**src/rtl/pong_pkg.sv**
```systemverilog
// Shared types and default geometry for the pong frame scheduler.
package pong_pkg;

    localparam int COORD_W = 10;

    localparam int DEF_H_RES        = 640;
    localparam int DEF_V_RES        = 480;
    localparam int DEF_PADDLE_X     = 16;
    localparam int DEF_PADDLE_W     = 8;
    localparam int DEF_PADDLE_H     = 64;
    localparam int DEF_BALL_SZ      = 8;
    localparam int DEF_PADDLE_STEP  = 4;
    localparam int DEF_BALL_STEP    = 2;
    localparam int DEF_SERVE_FRAMES = 60;

    typedef enum logic [2:0] {
        S_IDLE,
        S_PADDLE,
        S_BALL,
        S_WALL,
        S_HIT,
        S_PUBLISH
    } state_e;

    // POS = right on x, down on y
    typedef enum logic {
        DIR_POS = 1'b0,
        DIR_NEG = 1'b1
    } dir_e;

endpackage

```
**src/rtl/pong_bounded_step.sv**
```systemverilog
// Combinational saturating step of a coordinate within [lo_i, hi_i].
module pong_bounded_step
    import pong_pkg::*;
#(
    parameter int W = COORD_W
) (
    input  logic [W-1:0] val_i,
    input  logic [W-1:0] step_i,
    input  logic [W-1:0] lo_i,
    input  logic [W-1:0] hi_i,
    input  logic         inc_i,
    input  logic         dec_i,
    output logic [W-1:0] val_o
);

    logic [W:0] sum;
    logic [W:0] floor_lim;

    // One bit of headroom so neither direction can wrap.
    always_comb begin
        sum       = {1'b0, val_i} + {1'b0, step_i};
        floor_lim = {1'b0, lo_i} + {1'b0, step_i};
        val_o     = val_i;
        if (inc_i && !dec_i) begin
            val_o = (sum > {1'b0, hi_i}) ? hi_i : sum[W-1:0];
        end else if (dec_i && !inc_i) begin
            val_o = ({1'b0, val_i} < floor_lim) ? lo_i : (val_i - step_i);
        end
    end

endmodule

```
**src/rtl/pong_frame_sched.sv**
```systemverilog
// Per-frame pong game-state update sequencer with a published snapshot for the renderer.
// Optional paddle auto-tracking (attract mode) is built when PONG_ATTRACT_EN is defined.
//
// state     | meaning
// S_IDLE    | waiting for i_frame, buttons latched on the tick
// S_PADDLE  | paddle moved by latched buttons (or auto-track)
// S_BALL    | serve countdown or ball step on both axes
// S_WALL    | top/bottom/right wall clamp and bounce
// S_HIT     | paddle hit or miss resolution
// S_PUBLISH | working registers copied to outputs
module pong_frame_sched
    import pong_pkg::*;
#(
    parameter int H_RES        = DEF_H_RES,
    parameter int V_RES        = DEF_V_RES,
    parameter int PADDLE_X     = DEF_PADDLE_X,
    parameter int PADDLE_W     = DEF_PADDLE_W,
    parameter int PADDLE_H     = DEF_PADDLE_H,
    parameter int BALL_SZ      = DEF_BALL_SZ,
    parameter int PADDLE_STEP  = DEF_PADDLE_STEP,
    parameter int BALL_STEP    = DEF_BALL_STEP,
    parameter int SERVE_FRAMES = DEF_SERVE_FRAMES
) (
    input  logic               pix_clk,
    input  logic               pix_rst,
    input  logic               i_frame,
    input  logic               i_move_up,
    input  logic               i_move_down,
    output logic [COORD_W-1:0] o_paddle_y,
    output logic [COORD_W-1:0] o_ball_x,
    output logic [COORD_W-1:0] o_ball_y,
    output logic [7:0]         o_score,
    output logic               o_busy,
    output logic               o_miss
);

    localparam int SERVE_W = $clog2(SERVE_FRAMES + 1);

    localparam logic [COORD_W-1:0] PAD_Y_MAX  = COORD_W'(V_RES - PADDLE_H);
    localparam logic [COORD_W-1:0] PAD_Y_RST  = COORD_W'((V_RES - PADDLE_H) / 2);
    localparam logic [COORD_W-1:0] BX_MAX     = COORD_W'(H_RES - BALL_SZ);
    localparam logic [COORD_W-1:0] BY_MAX     = COORD_W'(V_RES - BALL_SZ);
    localparam logic [COORD_W-1:0] BX_CTR     = COORD_W'((H_RES - BALL_SZ) / 2);
    localparam logic [COORD_W-1:0] BY_CTR     = COORD_W'((V_RES - BALL_SZ) / 2);
    localparam logic [COORD_W-1:0] HIT_X      = COORD_W'(PADDLE_X + PADDLE_W);
    localparam logic [COORD_W-1:0] PAD_X_C    = COORD_W'(PADDLE_X);
    localparam logic [COORD_W-1:0] PAD_STEP_C = COORD_W'(PADDLE_STEP);
    localparam logic [COORD_W-1:0] BAL_STEP_C = COORD_W'(BALL_STEP);
    localparam logic [COORD_W:0]   BALL_SZ_W  = (COORD_W+1)'(BALL_SZ);
    localparam logic [COORD_W:0]   PAD_H_W    = (COORD_W+1)'(PADDLE_H);
    localparam logic [COORD_W:0]   PAD_X_W    = (COORD_W+1)'(PADDLE_X);
    localparam logic [SERVE_W-1:0] SERVE_RST  = SERVE_W'(SERVE_FRAMES);

    state_e               state_q, state_d;
    logic [COORD_W-1:0]   paddle_q, paddle_d;
    logic [COORD_W-1:0]   bx_q, bx_d;
    logic [COORD_W-1:0]   by_q, by_d;
    dir_e                 dirx_q, dirx_d;
    dir_e                 diry_q, diry_d;
    logic [7:0]           score_q, score_d;
    logic [SERVE_W-1:0]   serve_q, serve_d;
    logic                 up_q, up_d;
    logic                 dn_q, dn_d;
    logic                 miss_q, miss_d;
    logic [COORD_W-1:0]   pub_pad_q, pub_pad_d;
    logic [COORD_W-1:0]   pub_bx_q, pub_bx_d;
    logic [COORD_W-1:0]   pub_by_q, pub_by_d;
    logic [7:0]           pub_score_q, pub_score_d;

    logic [COORD_W-1:0]   paddle_step, bx_step, by_step;
    logic [COORD_W:0]     bx_ext, by_ext, pad_ext;
    logic                 hit;
    logic                 pad_up, pad_dn, score_freeze;

    assign bx_ext  = {1'b0, bx_q};
    assign by_ext  = {1'b0, by_q};
    assign pad_ext = {1'b0, paddle_q};

    assign hit = (bx_q <= HIT_X) && ((bx_ext + BALL_SZ_W) > PAD_X_W) &&
                 ((by_ext + BALL_SZ_W) > pad_ext) && (by_ext < (pad_ext + PAD_H_W));

`ifdef PONG_ATTRACT_EN
    logic [8:0]       idle_q, idle_d;
    logic             auto_q, auto_d;
    logic [COORD_W:0] ball_c, pad_c;

    assign ball_c = by_ext + (COORD_W+1)'(BALL_SZ / 2);
    assign pad_c  = pad_ext + (COORD_W+1)'(PADDLE_H / 2);

    // Idle counter saturates at 256; tracking starts on the frame it gets there.
    always_comb begin
        idle_d = idle_q;
        auto_d = auto_q;
        if (state_q == S_IDLE && i_frame) begin
            if (i_move_up || i_move_down) begin
                idle_d = '0;
            end else if (!idle_q[8]) begin
                idle_d = idle_q + 9'd1;
            end
            auto_d = idle_d[8];
        end
    end

    always_ff @(posedge pix_clk) begin
        if (pix_rst) begin
            idle_q <= '0;
            auto_q <= 1'b0;
        end else begin
            idle_q <= idle_d;
            auto_q <= auto_d;
        end
    end

    assign pad_up       = auto_q ? ((ball_c + (COORD_W+1)'(PADDLE_STEP)) < pad_c) : up_q;
    assign pad_dn       = auto_q ? (ball_c > (pad_c + (COORD_W+1)'(PADDLE_STEP))) : dn_q;
    assign score_freeze = auto_q;
`else
    assign pad_up       = up_q;
    assign pad_dn       = dn_q;
    assign score_freeze = 1'b0;
`endif

    pong_bounded_step #(.W(COORD_W)) u_step_paddle (
        .val_i  (paddle_q),
        .step_i (PAD_STEP_C),
        .lo_i   ('0),
        .hi_i   (PAD_Y_MAX),
        .inc_i  (pad_dn),
        .dec_i  (pad_up),
        .val_o  (paddle_step)
    );

    pong_bounded_step #(.W(COORD_W)) u_step_bx (
        .val_i  (bx_q),
        .step_i (BAL_STEP_C),
        .lo_i   ('0),
        .hi_i   (BX_MAX),
        .inc_i  (dirx_q == DIR_POS),
        .dec_i  (dirx_q == DIR_NEG),
        .val_o  (bx_step)
    );

    pong_bounded_step #(.W(COORD_W)) u_step_by (
        .val_i  (by_q),
        .step_i (BAL_STEP_C),
        .lo_i   ('0),
        .hi_i   (BY_MAX),
        .inc_i  (diry_q == DIR_POS),
        .dec_i  (diry_q == DIR_NEG),
        .val_o  (by_step)
    );

    always_comb begin
        state_d     = state_q;
        paddle_d    = paddle_q;
        bx_d        = bx_q;
        by_d        = by_q;
        dirx_d      = dirx_q;
        diry_d      = diry_q;
        score_d     = score_q;
        serve_d     = serve_q;
        up_d        = up_q;
        dn_d        = dn_q;
        miss_d      = miss_q;
        pub_pad_d   = pub_pad_q;
        pub_bx_d    = pub_bx_q;
        pub_by_d    = pub_by_q;
        pub_score_d = pub_score_q;

        case (state_q)
            S_IDLE: begin
                if (i_frame) begin
                    up_d    = i_move_up;
                    dn_d    = i_move_down;
                    miss_d  = 1'b0;
                    state_d = S_PADDLE;
                end
            end
            S_PADDLE: begin
                paddle_d = paddle_step;
                state_d  = S_BALL;
            end
            S_BALL: begin
                if (serve_q != '0) begin
                    serve_d = serve_q - 1'b1;
                end else begin
                    bx_d = bx_step;
                    by_d = by_step;
                end
                state_d = S_WALL;
            end
            S_WALL: begin
                if (by_q == '0 && diry_q == DIR_NEG) begin
                    diry_d = DIR_POS;
                end
                if (by_q >= BY_MAX) begin
                    by_d   = BY_MAX;
                    diry_d = DIR_NEG;
                end
                if (bx_q >= BX_MAX) begin
                    bx_d   = BX_MAX;
                    dirx_d = DIR_NEG;
                end
                state_d = S_HIT;
            end
            S_HIT: begin
                if (score_freeze) begin
                    score_d = '0;
                end
                if (dirx_q == DIR_NEG && serve_q == '0) begin
                    if (hit) begin
                        bx_d   = HIT_X;
                        dirx_d = DIR_POS;
                        if (!score_freeze && score_q != 8'hFF) begin
                            score_d = score_q + 8'd1;
                        end
                    end else if (bx_q < PAD_X_C) begin
                        miss_d  = 1'b1;
                        score_d = '0;
                        bx_d    = BX_CTR;
                        by_d    = BY_CTR;
                        dirx_d  = DIR_POS;
                        serve_d = SERVE_RST;
                    end
                end
                state_d = S_PUBLISH;
            end
            S_PUBLISH: begin
                pub_pad_d   = paddle_q;
                pub_bx_d    = bx_q;
                pub_by_d    = by_q;
                pub_score_d = score_q;
                miss_d      = 1'b0;
                state_d     = S_IDLE;
            end
            default: state_d = S_IDLE;
        endcase
    end

    always_ff @(posedge pix_clk) begin
        if (pix_rst) begin
            state_q     <= S_IDLE;
            paddle_q    <= PAD_Y_RST;
            bx_q        <= BX_CTR;
            by_q        <= BY_CTR;
            dirx_q      <= DIR_POS;
            diry_q      <= DIR_POS;
            score_q     <= '0;
            serve_q     <= SERVE_RST;
            up_q        <= 1'b0;
            dn_q        <= 1'b0;
            miss_q      <= 1'b0;
            pub_pad_q   <= PAD_Y_RST;
            pub_bx_q    <= BX_CTR;
            pub_by_q    <= BY_CTR;
            pub_score_q <= '0;
        end else begin
            state_q     <= state_d;
            paddle_q    <= paddle_d;
            bx_q        <= bx_d;
            by_q        <= by_d;
            dirx_q      <= dirx_d;
            diry_q      <= diry_d;
            score_q     <= score_d;
            serve_q     <= serve_d;
            up_q        <= up_d;
            dn_q        <= dn_d;
            miss_q      <= miss_d;
            pub_pad_q   <= pub_pad_d;
            pub_bx_q    <= pub_bx_d;
            pub_by_q    <= pub_by_d;
            pub_score_q <= pub_score_d;
        end
    end

    assign o_paddle_y = pub_pad_q;
    assign o_ball_x   = pub_bx_q;
    assign o_ball_y   = pub_by_q;
    assign o_score    = pub_score_q;
    assign o_busy     = (state_q != S_IDLE);
    assign o_miss     = (state_q == S_PUBLISH) && miss_q;

endmodule
```
**config.mk**
```make
export PLATFORM = sky130hd
export DESIGN_NAME = pong_frame_sched
export DESIGN_NICKNAME = d
export VERILOG_FILES = /design/src/rtl/pong_pkg.sv /design/src/rtl/pong_bounded_step.sv /design/src/rtl/pong_frame_sched.sv
export SDC_FILE = /design/constraint.sdc
export NUM_CORES = 1
export LEC_CHECK = 0
export ABC_AREA = 1
export BUFFER_PORTS_ARGS = -buffer_cell sky130_fd_sc_hd__buf_4
export CORE_MARGIN = 5
export CORE_UTILIZATION = 65
export CTS_BUF_LIST = sky130_fd_sc_hd__clkbuf_8
export DETAILED_ROUTE_END_ITERATION = 10
export GPL_ROUTABILITY_DRIVEN = 1
export MAX_ROUTING_LAYER = met4
export PLACE_DENSITY = 0.86
export SYNTH_ARGS = -nofsm -noshare
export SYNTH_HDL_FRONTEND = slang
export SYNTH_SLANG_ARGS = --single-unit
```
**constraint.sdc**
```tcl
create_clock -name pix_clk -period 4.2 [get_ports pix_clk]
set_input_delay 0.84 -clock pix_clk [delete_from_list [all_inputs] [get_ports pix_clk]]
set_output_delay 0.84 -clock pix_clk [all_outputs]
set_load 0.02 [all_outputs]
```
# ---- After elaboration in Yosys (flattened, before gate mapping)
# Cells that the tools add are included.
dict set report op_classes {
  add_sub_neg 11
  mul 0
  div 0
  order_cmp 13
  eq_ne 18
  shifts 0
  mux 46
  n_bitwise 2
  reduce_logical 35
}
# op count
set ops {}
lappend ops {{10-bit two-way mux} 22}
lappend ops {{10-bit case mux with 3 select lines} 2}
lappend ops {{6-bit two-way mux} 4}
lappend ops {{8-bit two-way mux} 3}
lappend ops {{10-bit by 2-bit adder with 11-bit output, second input constant} 2}
lappend ops {{10-bit by 4-bit adder with 11-bit output, second input constant} 2}
lappend ops {{11-bit by 9-bit greater-than comparator with 1-bit output, second input constant} 2}
lappend ops {{10-bit by 2-bit < comparator with 1-bit output, second input constant} 2}
lappend ops {{10-bit by 2-bit subtractor with 10-bit output, second input constant} 2}
lappend ops {{2-bit != test, second input constant} 8}
lappend ops {{3-bit case mux with 5 select lines} 1}
lappend ops {{6-bit case mux with 2 select lines} 1}
lappend ops {{10-bit by 3-bit adder with 11-bit output, second input constant} 1}
lappend ops {{10-bit by 7-bit adder with 11-bit output, second input constant} 1}
lappend ops {{11-bit by 10-bit greater-than comparator with 1-bit output} 1}
lappend ops {{11-bit by 10-bit greater-than comparator with 1-bit output, second input constant} 1}
lappend ops {{11-bit by 5-bit greater-than comparator with 1-bit output, second input constant} 1}
lappend ops {{10-bit by 11-bit < comparator with 1-bit output} 1}
lappend ops {{10-bit greater-or-equal comparator, second input constant} 1}
lappend ops {{10-bit by 9-bit greater-or-equal comparator with 1-bit output, second input constant} 1}
lappend ops {{10-bit by 5-bit less-or-equal comparator with 1-bit output, second input constant} 1}
lappend ops {{1-bit logical AND} 10}
lappend ops {{10-bit zero test} 1}
lappend ops {{10-bit by 3-bit < comparator with 1-bit output, second input constant} 1}
lappend ops {{other kinds (27)} 53}
dict set report word_totals {
  regBits 90
  latchBits 0
  mem_bits_rw 0
  rom_bits 0
  input_bits 5
  wordCells 140
  n_memories 0
}

# ---- Longest topological paths before layout
# Gate-level depths: netlist (run 1).
dict set report depth {
  word_depth 8
  depth_mapped 18
  mapped_depth_nobuf 18
}

# ---- By module
# Synthesis (run 1) repeated with hierarchy kept, for this count alone.
dict set report hier_totals {
  hier_cells 1873
  area_unflattened_um2 11798.8
}
# module instances cells_per_inst area_per_inst_um2
set by_module_without_submodules {}
lappend by_module_without_submodules {{pong_bounded_step (u_step_bx ...)} 2 408 2363.5}
lappend by_module_without_submodules {pong_frame_sched 1 630 4618.2}
lappend by_module_without_submodules {{pong_bounded_step (u_step_by)} 1 427 2453.6}

# ---- Least setup slack after synthesis (run 1)
# No wires, ideal clock.
dict set report synth_path {
  path_kind {register -> register}
  from {register paddle_q[6]}
  to {register score_q[0]}
  t_arrival_ns 2.260
  required_ns 4.084
  setup_slack_ns 1.824
  stages_incl_launch_ff 16
  path_buffers 1
  cell_sequence {dfxtp_1 clkinv_1 nor3_1 xor2_1 ha_1 nand2_1 inv_1 nand2_1 nand3_1 nor2_4 nand3_2 buf_6 nand2_4 nand3_4 nor2_1 nor2_1}
}
dict set report synth_via {
  elab_chain_len 5
  elab_cells_between_ends 9
}
# item line_no
set synth_rtl {}
lappend synth_rtl {{from (decl)} pong_frame_sched.sv:55} ;# logic [COORD_W-1:0] paddle_q, paddle_d;
lappend synth_rtl {{from (signal assigned)} pong_frame_sched.sv:259} ;# paddle_q <= paddle_d;
lappend synth_rtl {{10-bit by 7-bit adder with 11-bit output or 11-bit by 10-bit greater-than comparator with 1-bit output (tied branches)} pong_frame_sched.sv:80} ;# ((by_ext + BALL_SZ_W) > pad_ext) && (by_ext < (pad_ext + PAD_H_W));
lappend synth_rtl {{10-bit by 11-bit < comparator with 1-bit output or 1-bit logical AND (tied branches)} {pong_frame_sched.sv:80, pong_frame_sched.sv:79}}
lappend synth_rtl {{1-bit logical AND *} pong_frame_sched.sv:80}
lappend synth_rtl {{2-bit by 1-bit != test with 1-bit output (no source line) or 2-bit nonzero test (tied branches)} n/a}
lappend synth_rtl {{4-bit AND reduction (no source line)} n/a}
lappend synth_rtl {{to (signal assigned)} pong_frame_sched.sv:264} ;# score_q <= score_d;
lappend synth_rtl {{to (decl)} pong_frame_sched.sv:60} ;# logic [7:0] score_q, score_d;
# Mark *: on every way between the ends. The rest lies on a longest branch, timed or not.
# A chain may end at the register's enable or synchronous reset.

# ---- Final worst setup path (run 1)
dict set report layout_path {
  from {register paddle_q[6]}
  to {register serve_q[1]}
}
dict set report layout_via {
  elab_chain_len 5
  elab_cells_between_ends 7
}
# item line_no
set layout_rtl {}
lappend layout_rtl {{10-bit by 7-bit adder with 11-bit output or 11-bit by 10-bit greater-than comparator with 1-bit output (tied branches)} pong_frame_sched.sv:80}
lappend layout_rtl {{10-bit by 11-bit < comparator with 1-bit output or 1-bit logical AND (tied branches)} {pong_frame_sched.sv:80, pong_frame_sched.sv:79}}
lappend layout_rtl {{1-bit logical AND *} pong_frame_sched.sv:80}
lappend layout_rtl {{2-bit != test (no source line) *} n/a}
lappend layout_rtl {{5-bit AND reduction (no source line) *} n/a}
lappend layout_rtl {{to (signal assigned)} pong_frame_sched.sv:265} ;# serve_q <= serve_d;
lappend layout_rtl {{to (decl)} pong_frame_sched.sv:61} ;# logic [SERVE_W-1:0] serve_q, serve_d;
# Marks and branches as above.

==> out/metrics.cfg, run 1 <==
[floorplanning]
dieArea_um2 = 10600
placementRows = 33
chipHeight_um = 103
die-width_um = 103
placeable_core_region_um2 = 8300
ios = 45
start_util_pct = 67.5

[global_routing]
number_of_global_route_vias_before_repair = 5399
groute.layer.met1.usage_pct = 39.3
busiest_layer = met2
global_route.usage.total_pct = 30.7
grt_util_met2_pct = 49.0
antenna_violations_before_repair = 0
use_met3_pct = 4.80
grt_max_degree = 39
globalRoute.totalOverflow = 0
grt_first_pass_wirelength_um = 25200

[critical_path]
worstPathRequired_ns = 4.48
cp_cell_sequence = clkinv_1 -> nor3_1 -> xor2_1 -> ha_1 -> nand2_1 -> inv_1 -> nand2_1 -> nand3_1 -> nor2_4 -> nand3_2 -> nand2_1 -> nand2_2 -> nand2_2 -> nand2_1 -> inv_1 -> nor2_1
startpoint_type = register
crit_arrival_ns = 3.43
crit_path_largest_cell_delay_ns = 0.43
crit_path_max_fanout = 12
crit_path_frequent_cell = sky130_fd_sc_hd__nand2_1
crit_slowest_cell = sky130_fd_sc_hd__dfxtp_1
cp-end-kind = register
crit_type = register to register

[placed_design]
port_buffers = 40
dp.cells = 978
finalWeightedCongestion = 0.977
hpwlAfterDp_um = 11100
dpl_cell_area_um2 = 5910

[logic_synthesis]
ys_types = 43
combinational_family_with_the_most_area_after_synthesis = simple AND/OR/NAND/NOR gates
syn_area_per_cell_um2 = 6.53
synth_top_flop_cell = sky130_fd_sc_hd__dfxtp_1
synth_warnings = 0
ys_seq_elements = 82
multiplexer_share_of_the_synthesized_area_pct = 0
number_of_synthesized_flops_with_an_enable_pin = 0
async_reset_ff_share_pct = 0
xor_xnor_portion_of_the_synthesized_cell_area_pct = 4.85
synth_sequential_area_ratio_pct = 29.3
post_synthesis_share_of_cell_area_spent_on_and_or_nand_and_nor_gates_pct = 35.3
post_synth_inst_count = 857
synth-compound-area-share_pct = 13.1
post_synth_fa_ha_maj_area_fraction_pct = 8.05
syn-cell-area_um2 = 5600

[cells_and_area]
utilization_pct = 74.2
most_common_cell_after_layout_fill_and_taps_aside = sky130_fd_sc_hd__nand2_1
final_cell_mix = 215 x sky130_fd_sc_hd__nand2_1, 88 x sky130_fd_sc_hd__inv_1, 87 x sky130_fd_sc_hd__nor2_1
stdcell_count = 994
final_design_area_no_fill_um2 = 6160
multi_input_logic_area_um2 = 3450
flow.area_growth_from_synthesis_pct = 9.99
drive_above_1_share_pct = 12.1
sequential_cell_area_um2 = 1640
final_net_count = 925
insertedDiodeCount = 0
fillerInstances = 704

[clock_network]
root_buffer = sky130_fd_sc_hd__clkbuf_8
worst_skew_pair.late_latency_ns = 0.37
cts-buffers-inserted = 9
tritoncts = done
ctsLongestPathBuffers = 2
clk_pin_slew_worst_paths_ns = 0.10
cts_hold_buffers = 0
cts_setup_buffers = 0
cts.sink_count = 82
clock_tree.htree_level_count = 3
cts_resized = 0

[route]
firstDrtPassIters = 5
drt_drc_violations_left = 0
route.final.wire_length_um = 15200
drt_iter0_drc = 453
route.antenna.remaining_nets = 0
detail_route.wl_per_cell_um = 15.3
viasPerCell = 5.79
dr_total_vias = 5751

[sta]
hold_viol_final = 0
maxClockFrequency_mhz = 317
max-slew-margin-rel_pct = 55.8
slew_violations = 0
post_route_clock_skew_ns = 0.0101
rsz0062_at_grt = no
setup_viol_count_final = 0
finalWorstPathRequiredPeriod_ns = 3.15
max_slew.worst_pin.slew_ns = 0.661
setup_total_negative_slack_ns = 0
final_min_period_over_clock_period_pct = 75.0

[status]
outcome = complete, no violations

[power_and_ir_drop]
cellPowerDensity_nw_per_um2 = 487
peakVddDrop_uv = 314
design_power_total_w = 0.00300
static-leakage-power_nw = 2.99

[flow_run]
max_cap_viol_count = 0

[worst_hold_path]
hp-class = register to register

per-layer routing:
layer	share of wire (%)	routed length [um]	vias to the layer above
met5	0	0	-
met4	2.6	395	0
met3	7.5	1140	35
met2	47	7080	260
met1	43	6560	2633
li1	-	-	2823
worst max-delay path, delay by kind of cell (launching register included):
kind	cells	cell delay [ns]
fa+ha+maj	1	0.26
simple gates	11	1.77
xor+xnor	1	0.21
flops	1	0.43
buf+inv	3	0.38
sequential cells by signal (all words and copies together), names as in the netlist, 3 cells and up:
signal      count
bx_q            9
by_q            9
o_ball_x        9
o_ball_y        9
o_paddle_y      8
o_score         8
paddle_q        8
score_q         8
serve_q         6
state_q         3
cells by family (layout without fill, tap and decap cells):
kind of cell             Yosys count  in the layout
AO/OA/AOI/OAI                    141            141
XOR/XNOR                          31             31
flip-flops                        82             82
other                              1              4
AND/OR/NAND/NOR                  439            439
adder cells (fa/ha/maj)           36             36
buffers and inverters            127            156
cell type report:
type,instances,area share (%)
sequential,82,26.7
tap,105,2.13
clock buffer,9,2.01
inverter,98,5.99
multi-input combinational,651,56.1
clock inverter,7,2.01
timing repair buffer,42,5.12
power by group:
part           internal (W)  switching (W)  total (W)
logic              0.000432       0.000821    0.00125
clock network      0.000400       0.000321   0.000722
registers          0.000874       0.000148    0.00102
synth_stat cells, types with 2 or more instances:
cell type	number	area, um^2
sky130_fd_sc_hd__a21oi_1	62	310
sky130_fd_sc_hd__a31oi_1	4	25.0
sky130_fd_sc_hd__buf_1	2	7.51
sky130_fd_sc_hd__buf_2	4	20.0
sky130_fd_sc_hd__buf_4	7	52.6
sky130_fd_sc_hd__clkbuf_1	14	52.6
sky130_fd_sc_hd__clkinv_1	2	7.51
sky130_fd_sc_hd__dfxtp_1	82	1640
sky130_fd_sc_hd__ha_1	36	450
sky130_fd_sc_hd__inv_1	88	330
sky130_fd_sc_hd__inv_2	7	26.3
sky130_fd_sc_hd__nand2_1	215	807
sky130_fd_sc_hd__nand2_2	6	37.5
sky130_fd_sc_hd__nand2_4	2	22.5
sky130_fd_sc_hd__nand3_1	71	355
sky130_fd_sc_hd__nand3_2	3	30.0
sky130_fd_sc_hd__nand3b_1	2	15.0
sky130_fd_sc_hd__nand4_1	19	119
sky130_fd_sc_hd__nor2_1	88	330
sky130_fd_sc_hd__nor2_2	9	56.3
sky130_fd_sc_hd__nor2_4	3	33.8
sky130_fd_sc_hd__nor3_1	6	30.0
sky130_fd_sc_hd__nor3_2	4	40.0
sky130_fd_sc_hd__o21ai_0	63	315
sky130_fd_sc_hd__o21ai_1	3	15.0
sky130_fd_sc_hd__o21ai_2	2	17.5
sky130_fd_sc_hd__or2_2	8	50.1
sky130_fd_sc_hd__xnor2_1	5	43.8
sky130_fd_sc_hd__xor2_1	26	228
path summary, 6_finish.rpt:
kind	from	endpoint	slack (ns)	cells after the start
hold / removal	o_paddle_y[7]	o_paddle_y[7]	0.48	2
hold reg to reg	o_paddle_y[7]	o_paddle_y[7]	0.48	2
setup reg to reg	paddle_q[6]	serve_q[1]	1.05	16
setup / recovery	paddle_q[6]	serve_q[1]	1.05	16
metrics by stage:
stage,hold slack (ns),setup slack (ns)
2_1_floorplan,0.433,1.82
5_1_grt,0.493,0.822
3_3_place_gp,0.445,1.36
4_1_cts,0.480,1.11
6_report,0.483,1.05
3_5_place_dp,0.465,1.12
Power figures use the tool's default switching activity.
==> run 2: changes to the inputs <==
--- a/config.mk
+++ b/config.mk
@@ -5,15 +5,15 @@
 export SDC_FILE = /design/constraint.sdc
 export NUM_CORES = 1
 export LEC_CHECK = 0
-export ABC_AREA = 1
+export ABC_AREA = 0
 export BUFFER_PORTS_ARGS = -buffer_cell sky130_fd_sc_hd__buf_4
 export CORE_MARGIN = 5
-export CORE_UTILIZATION = 65
+export CORE_UTILIZATION = 57
 export CTS_BUF_LIST = sky130_fd_sc_hd__clkbuf_8
 export DETAILED_ROUTE_END_ITERATION = 10
 export GPL_ROUTABILITY_DRIVEN = 1
 export MAX_ROUTING_LAYER = met4
-export PLACE_DENSITY = 0.86
+export PLACE_DENSITY = 0.79
 export SYNTH_ARGS = -nofsm -noshare
 export SYNTH_HDL_FRONTEND = slang
 export SYNTH_SLANG_ARGS = --single-unit
==> constraint.sdc (replaced) <==
create_clock -name pix_clk -period 2.7 [get_ports pix_clk]
set_input_delay 0.54 -clock pix_clk [delete_from_list [all_inputs] [get_ports pix_clk]]
set_output_delay 0.54 -clock pix_clk [all_outputs]
set_load 0.02 [all_outputs]
==> out/metrics.cfg, run 2 <==
[logic_synthesis]
synth.top_cells.by_area = sky130_fd_sc_hd__dfxtp_1 29%, sky130_fd_sc_hd__ha_1 7.8%, sky130_fd_sc_hd__nand2_1 7.0%, sky130_fd_sc_hd__a21oi_1 5.9%, sky130_fd_sc_hd__nor2_1 3.7%
synth_warnings = 0
async_reset_ff_share_pct = 0
syn-cell-area_um2 = 5740
post_synth_inst_count = 776
share_of_the_synthesized_area_in_the_top_cell_type_pct = 28.6
ys_seq_elements = 82
synthDominantAreaCellType = sky130_fd_sc_hd__dfxtp_1
most_repeated_cell_in_the_gate_level_netlist_after_synthesis = sky130_fd_sc_hd__nand2_1
number_of_synthesized_flops_with_an_enable_pin = 0
syn_area_per_cell_um2 = 7.40
synth.cells.most_frequent = 107 x sky130_fd_sc_hd__nand2_1, 82 x sky130_fd_sc_hd__dfxtp_1, 68 x sky130_fd_sc_hd__a21oi_1
ys_types = 71
synth_sequential_area_ratio_pct = 28.6
synth_top_flop_cell = sky130_fd_sc_hd__dfxtp_1

[route]
detail_route.wl_per_cell_um = 17.4
drt_iter0_drc = 492
firstDrtPassIters = 6
dr_total_vias = 6273
route.antenna.remaining_nets = 0
route.final.wire_length_um = 17600
viasPerCell = 6.19
drt_drc_violations_left = 0

[critical_path]
crit-reg2reg-launch = by_q[4]
worst-r2r-setup-slack_ns = -0.12
crit_path_max_fanout = 5
crit_slowest_cell = sky130_fd_sc_hd__dfxtp_4
cp_num_buf_inv = 2
cp_cell_sequence = ha_4 -> nand3_2 -> xnor2_1 -> ha_1 -> and3_4 -> and3_4 -> a2111oi_4 -> a31o_4 -> buf_4 -> o21ai_4 -> buf_4 -> o41ai_2 -> a41oi_1
setup.worst_path.start = by_q[4]
crit_type = register to register
worstPathRequired_ns = 2.89
cp-end-kind = register
timing.reg2reg.worst_path_depth = 13
crit_path_largest_cell_delay_ns = 0.40
crit_arrival_ns = 3.01
path_depth = 13
cpLargestDelayFamily = compound AO/OA/AOI/OAI gates
startpoint_type = register

[power_and_ir_drop]
clock_power_share_pct = 36.1
p_int_w = 0.00203
switching_power_w = 0.000867
peakVddDrop_uv = 310
design_power_total_w = 0.00290
seqPwrFrac_pct = 43.3
cellPowerDensity_nw_per_um2 = 397
static-leakage-power_nw = 2.96
netSwitchingFraction_pct = 29.9
power.combinational.fraction_pct = 20.6

[floorplanning]
placementRows = 36
die-width_um = 110
ios = 45
placeable_core_region_um2 = 9820
chipHeight_um = 110
start_util_pct = 58.5
dieArea_um2 = 12200

[cells_and_area]
final_cell_mix = 144 x sky130_fd_sc_hd__buf_4, 106 x sky130_fd_sc_hd__nand2_1, 76 x sky130_fd_sc_hd__dfxtp_1
stdcell_count = 1014
final_design_area_no_fill_um2 = 7310
insertedDiodeCount = 0
fillerInstances = 754
most_common_cell_after_layout_fill_and_taps_aside = sky130_fd_sc_hd__buf_4
flow.area_growth_from_synthesis_pct = 27.2
drive_above_1_share_pct = 25.3
final_net_count = 917

[placed_design]
hpwlAfterDp_um = 13000
port_buffers = 40
dpl_cell_area_um2 = 6890
finalWeightedCongestion = 0.946
dp_slack_ns = -0.196
dp.cells = 994

[clock_network]
clock_tree.htree_level_count = 3
cts.sink_count = 82
clk_pin_slew_worst_paths_ns = 0.09
root_buffer = sky130_fd_sc_hd__clkbuf_8
tritoncts = done
ctsLongestPathBuffers = 2
cts-buffers-inserted = 9
worst_skew_pair.late_latency_ns = 0.37

[sta]
final_critical_path_setup_slack_ns = -0.120
final_min_period_over_clock_period_pct = 104
max-slew-margin-rel_pct = 44.0
setup_viol_count_final = 18
max_slew.worst_pin.slew_ns = 0.839
post_route_clock_skew_ns = 0.00812
slew_violations = 0
hold_viol_final = 0
maxClockFrequency_mhz = 355
setup_total_negative_slack_ns = -0.858
rsz0062_at_grt = yes
finalWorstPathRequiredPeriod_ns = 2.82

[global_routing]
number_of_global_route_vias_before_repair = 5889
global_route.usage.total_pct = 30.6
globalRoute.totalOverflow = 0
grt_max_degree = 44
antenna_violations_before_repair = 0
grt_first_pass_wirelength_um = 28700

[worst_hold_path]
hold_path_startpoint = i_move_up
hp-class = input port to register
worstHoldPathCells = 3

[status]
outcome = finished, violations left
failed_checks = negative setup slack

[flow_run]
max_cap_viol_count = 0

run 2: cell families (layout without fill, tap and decap cells):
group | after synthesis | after routing | share of synthesized area (%)
other cells | 1 | 4 | 0.0653
mux | 12 | 12 | 2.16
xor+xnor | 28 | 28 | 4.27
buf+inv | 91 | 193 | 6.51
compound gates | 223 | 223 | 25.2
flops | 82 | 82 | 28.6
simple gates | 303 | 303 | 25.4
fa+ha+maj | 36 | 36 | 7.84
run 2: repair_timing:
action | CTS | global route
setup endpoints to repair | 28 | 34
pin swaps | 10 | 4
hold buffers | 0 | 0
resized for setup | 18 | 24
buffers inserted | 3 | 1
run 2: per-layer routing:
layer  global-route usage (%)  part of all wire [%]  vias up
li1                         -                     -     3015
met1                     40.9                    43     2946
met2                     48.1                    47      272
met3                     3.96                   7.8       40
met4                     10.0                   2.3        0
met5                        -                     0        -
run 2: worst register-to-register path: stages, from the launching register on:
cell and delay, ns:
sky130_fd_sc_hd__dfxtp_4 0.40, sky130_fd_sc_hd__ha_4 0.18, sky130_fd_sc_hd__nand3_2 0.08, sky130_fd_sc_hd__xnor2_1 0.13
sky130_fd_sc_hd__ha_1 0.29, sky130_fd_sc_hd__and3_4 0.20, sky130_fd_sc_hd__and3_4 0.18, sky130_fd_sc_hd__a2111oi_4 0.28
sky130_fd_sc_hd__a31o_4 0.19, sky130_fd_sc_hd__buf_4 0.15, sky130_fd_sc_hd__o21ai_4 0.08, sky130_fd_sc_hd__buf_4 0.17
sky130_fd_sc_hd__o41ai_2 0.24, sky130_fd_sc_hd__a41oi_1 0.10
run 2: layout make-up:
class                      instances  area [um^2]  share of cell area (%)
multi-input combinational        606         4020                    55.1
sequential                        82         1660                    22.7
inverter                          30          115                    1.58
clock buffer                       9          124                    1.70
timing repair buffer             147         1110                    15.3
clock inverter                     7          105                    1.44
tap                              133          166                    2.28
run 2: worst paths after layout:
path	to
max reg2reg	bx_q[2]
max	bx_q[2]
min reg2reg	o_score[4]
min	pad_up
run 2: metrics by stage:
step	hold WS, ns	util (%)
finish	0.402	74.4
global route	0.411	74.4
CTS	0.395	73.4
detailed placement	0.447	70.2
global placement	0.444	70.2
floorplan	0.451	-
run 2: power groups by stage:
stage | combinational (W) | sequential (W) | clock, W
floorplan | 0.000368 | 0.00129 | 0
global placement | 0.000537 | 0.00128 | 0
detailed placement | 0.000553 | 0.00129 | 0
CTS | 0.000566 | 0.00126 | 0.00105
global route | 0.000648 | 0.00126 | 0.00111
finish | 0.000596 | 0.00126 | 0.00105
==> run 3: changes to the inputs <==
--- a/config.mk
+++ b/config.mk
@@ -5,7 +5,7 @@
 export SDC_FILE = /design/constraint.sdc
 export NUM_CORES = 1
 export LEC_CHECK = 0
-export ABC_AREA = 0
+export ABC_AREA = 1
 export BUFFER_PORTS_ARGS = -buffer_cell sky130_fd_sc_hd__buf_4
 export CORE_MARGIN = 5
 export CORE_UTILIZATION = 57
==> out/metrics.cfg, run 3 (synthesized netlist as in run 1, its figures left out) <==
[worst_hold_path]
hp-class = input port to register
worstHoldPathCells = 3

[clock_network]
tritoncts = done
cts.sink_count = 82
worst_skew_pair.late_latency_ns = 0.38
root_buffer = sky130_fd_sc_hd__clkbuf_8
clk_pin_slew_worst_paths_ns = 0.09
clock_tree.htree_level_count = 3
cts_hold_buffers = 0
ctsLongestPathBuffers = 2
cts-buffers-inserted = 9

[floorplanning]
placeable_core_region_um2 = 9680
die-width_um = 109
chipHeight_um = 109
start_util_pct = 57.8
ios = 45
dieArea_um2 = 11900
placementRows = 36

[cells_and_area]
flow.area_growth_from_synthesis_pct = 13.3
final_design_area_no_fill_um2 = 6340
insertedDiodeCount = 0
final_net_count = 945
drive_above_1_share_pct = 15.1
final_cell_mix = 214 x sky130_fd_sc_hd__nand2_1, 88 x sky130_fd_sc_hd__inv_1, 87 x sky130_fd_sc_hd__nor2_1
most_common_cell_after_layout_fill_and_taps_aside = sky130_fd_sc_hd__nand2_1
stdcell_count = 1042

[sta]
finalWorstPathRequiredPeriod_ns = 2.51
final_min_period_over_clock_period_pct = 92.9
slew_violations = 0
maxClockFrequency_mhz = 399
hold-worst-slack_ns = 0.435
hold_viol_final = 0
setup_viol_count_final = 0
post_route_clock_skew_ns = 0.0156
max-slew-margin-rel_pct = 56.9
max_slew.worst_pin.slew_ns = 0.646
final_critical_path_setup_slack_ns = 0.192

[global_routing]
global_route.usage.total_pct = 27.7
grt_first_pass_wirelength_um = 25400
grt_max_degree = 37
antenna_violations_before_repair = 0
number_of_global_route_vias_before_repair = 5548
globalRoute.totalOverflow = 0

[route]
drt_drc_violations_left = 0
viasPerCell = 5.52
firstDrtPassIters = 5
dr_total_vias = 5752
route.antenna.remaining_nets = 0
detail_route.wl_per_cell_um = 14.8
drt_iter0_drc = 403
route.final.wire_length_um = 15400

[critical_path]
crit_path_largest_cell_delay_ns = 0.39
cp_cell_sequence = ha_2 -> nand2_1 -> inv_1 -> nand2_1 -> xor2_1 -> ha_1 -> nand3_1 -> nor2_1 -> nand3_2 -> nand2_2 -> nor2_4 -> nand3_4 -> nand3_4 -> nand2_4 -> buf_4 -> a21oi_1 -> nand2_1
cp-end-kind = register
startpoint_type = register
crit_path_max_fanout = 6
crit_type = register to register
crit_path_frequent_cell = sky130_fd_sc_hd__nand2_1
crit_slowest_cell = sky130_fd_sc_hd__dfxtp_4
timing.reg2reg.worst_path_depth = 17
crit_arrival_ns = 2.78
worstPathRequired_ns = 2.97

[power_and_ir_drop]
static-leakage-power_nw = 3.07
design_power_total_w = 0.00456
peakVddDrop_uv = 459
cellPowerDensity_nw_per_um2 = 720

[placed_design]
dp_slack_ns = 0.0759
hpwlAfterDp_um = 11400
dp.cells = 1025
dpl_cell_area_um2 = 6090
finalWeightedCongestion = 0.966
port_buffers = 40

[flow_run]
max_cap_viol_count = 0

[status]
outcome = complete, no violations

[run 3: per-stage QoR]
stage / utilization [%] / TNS (ns)
5_1_grt: 65.5 / -0.00608
3_3_place_gp: 62.9 / 0
6_report: 65.5 / 0
4_1_cts: 64.9 / 0
3_5_place_dp: 62.9 / 0
2_1_floorplan: - / 0
[run 3: final cells by class]
| class | instances | area, um^2 |
|---|---|---|
| inverters | 98 | 369 |
| repair buffers | 62 | 465 |
| multi-input cells | 651 | 3490 |
| clock inverters | 7 | 76.3 |
| fillers | 897 | 3340 |
| clock buffers | 9 | 124 |
| flip-flops and latches | 82 | 1650 |
| well taps | 133 | 166 |
[run 3: repair_timing]
action,CTS,global route
buffers inserted,0,1
endpoints found under the setup margin,0,34
resized for setup,0,14
[run 3: final timing paths]
| path | from | endpoint | slack [ns] |
|---|---|---|---|
| setup / recovery | by_q[4] | bx_q[5] | 0.19 |
| hold / removal | i_move_down | dn_q | 0.44 |
| setup reg to reg | by_q[4] | bx_q[5] | 0.19 |
| hold reg to reg | miss_q | miss_q | 0.47 |
[run 3: power breakdown]
| part | internal, W | switching, W | leakage (nW) |
|---|---|---|---|
| logic | 0.000727 | 0.00132 | 2.31 |
| registers | 0.00136 | 0.000207 | 0.665 |
| clock network | 0.000434 | 0.000513 | 0.0962 |
| total | 0.00252 | 0.00204 | 3.07 |
[run 3: per-layer routing]
layer	routed length (um)	share of wire (%)	global-route usage (%)	up-vias
li1	-	-	-	2865
met5	0	0	-	-
met2	7260	47	45.4	242
met3	1320	8.6	6.75	32
met1	6480	42	32.9	2613
met4	370	2.4	10.4	0
[run 3: critical path: cells and delay by family (launching register included)]
family / cells / cell delay (ns)
AO/OA/AOI/OAI: 1 / 0.12
XOR/XNOR: 1 / 0.15
adder cells (fa/ha/maj): 2 / 0.48
buffers and inverters: 2 / 0.24
flip-flops: 1 / 0.39
AND/OR/NAND/NOR: 11 / 1.02
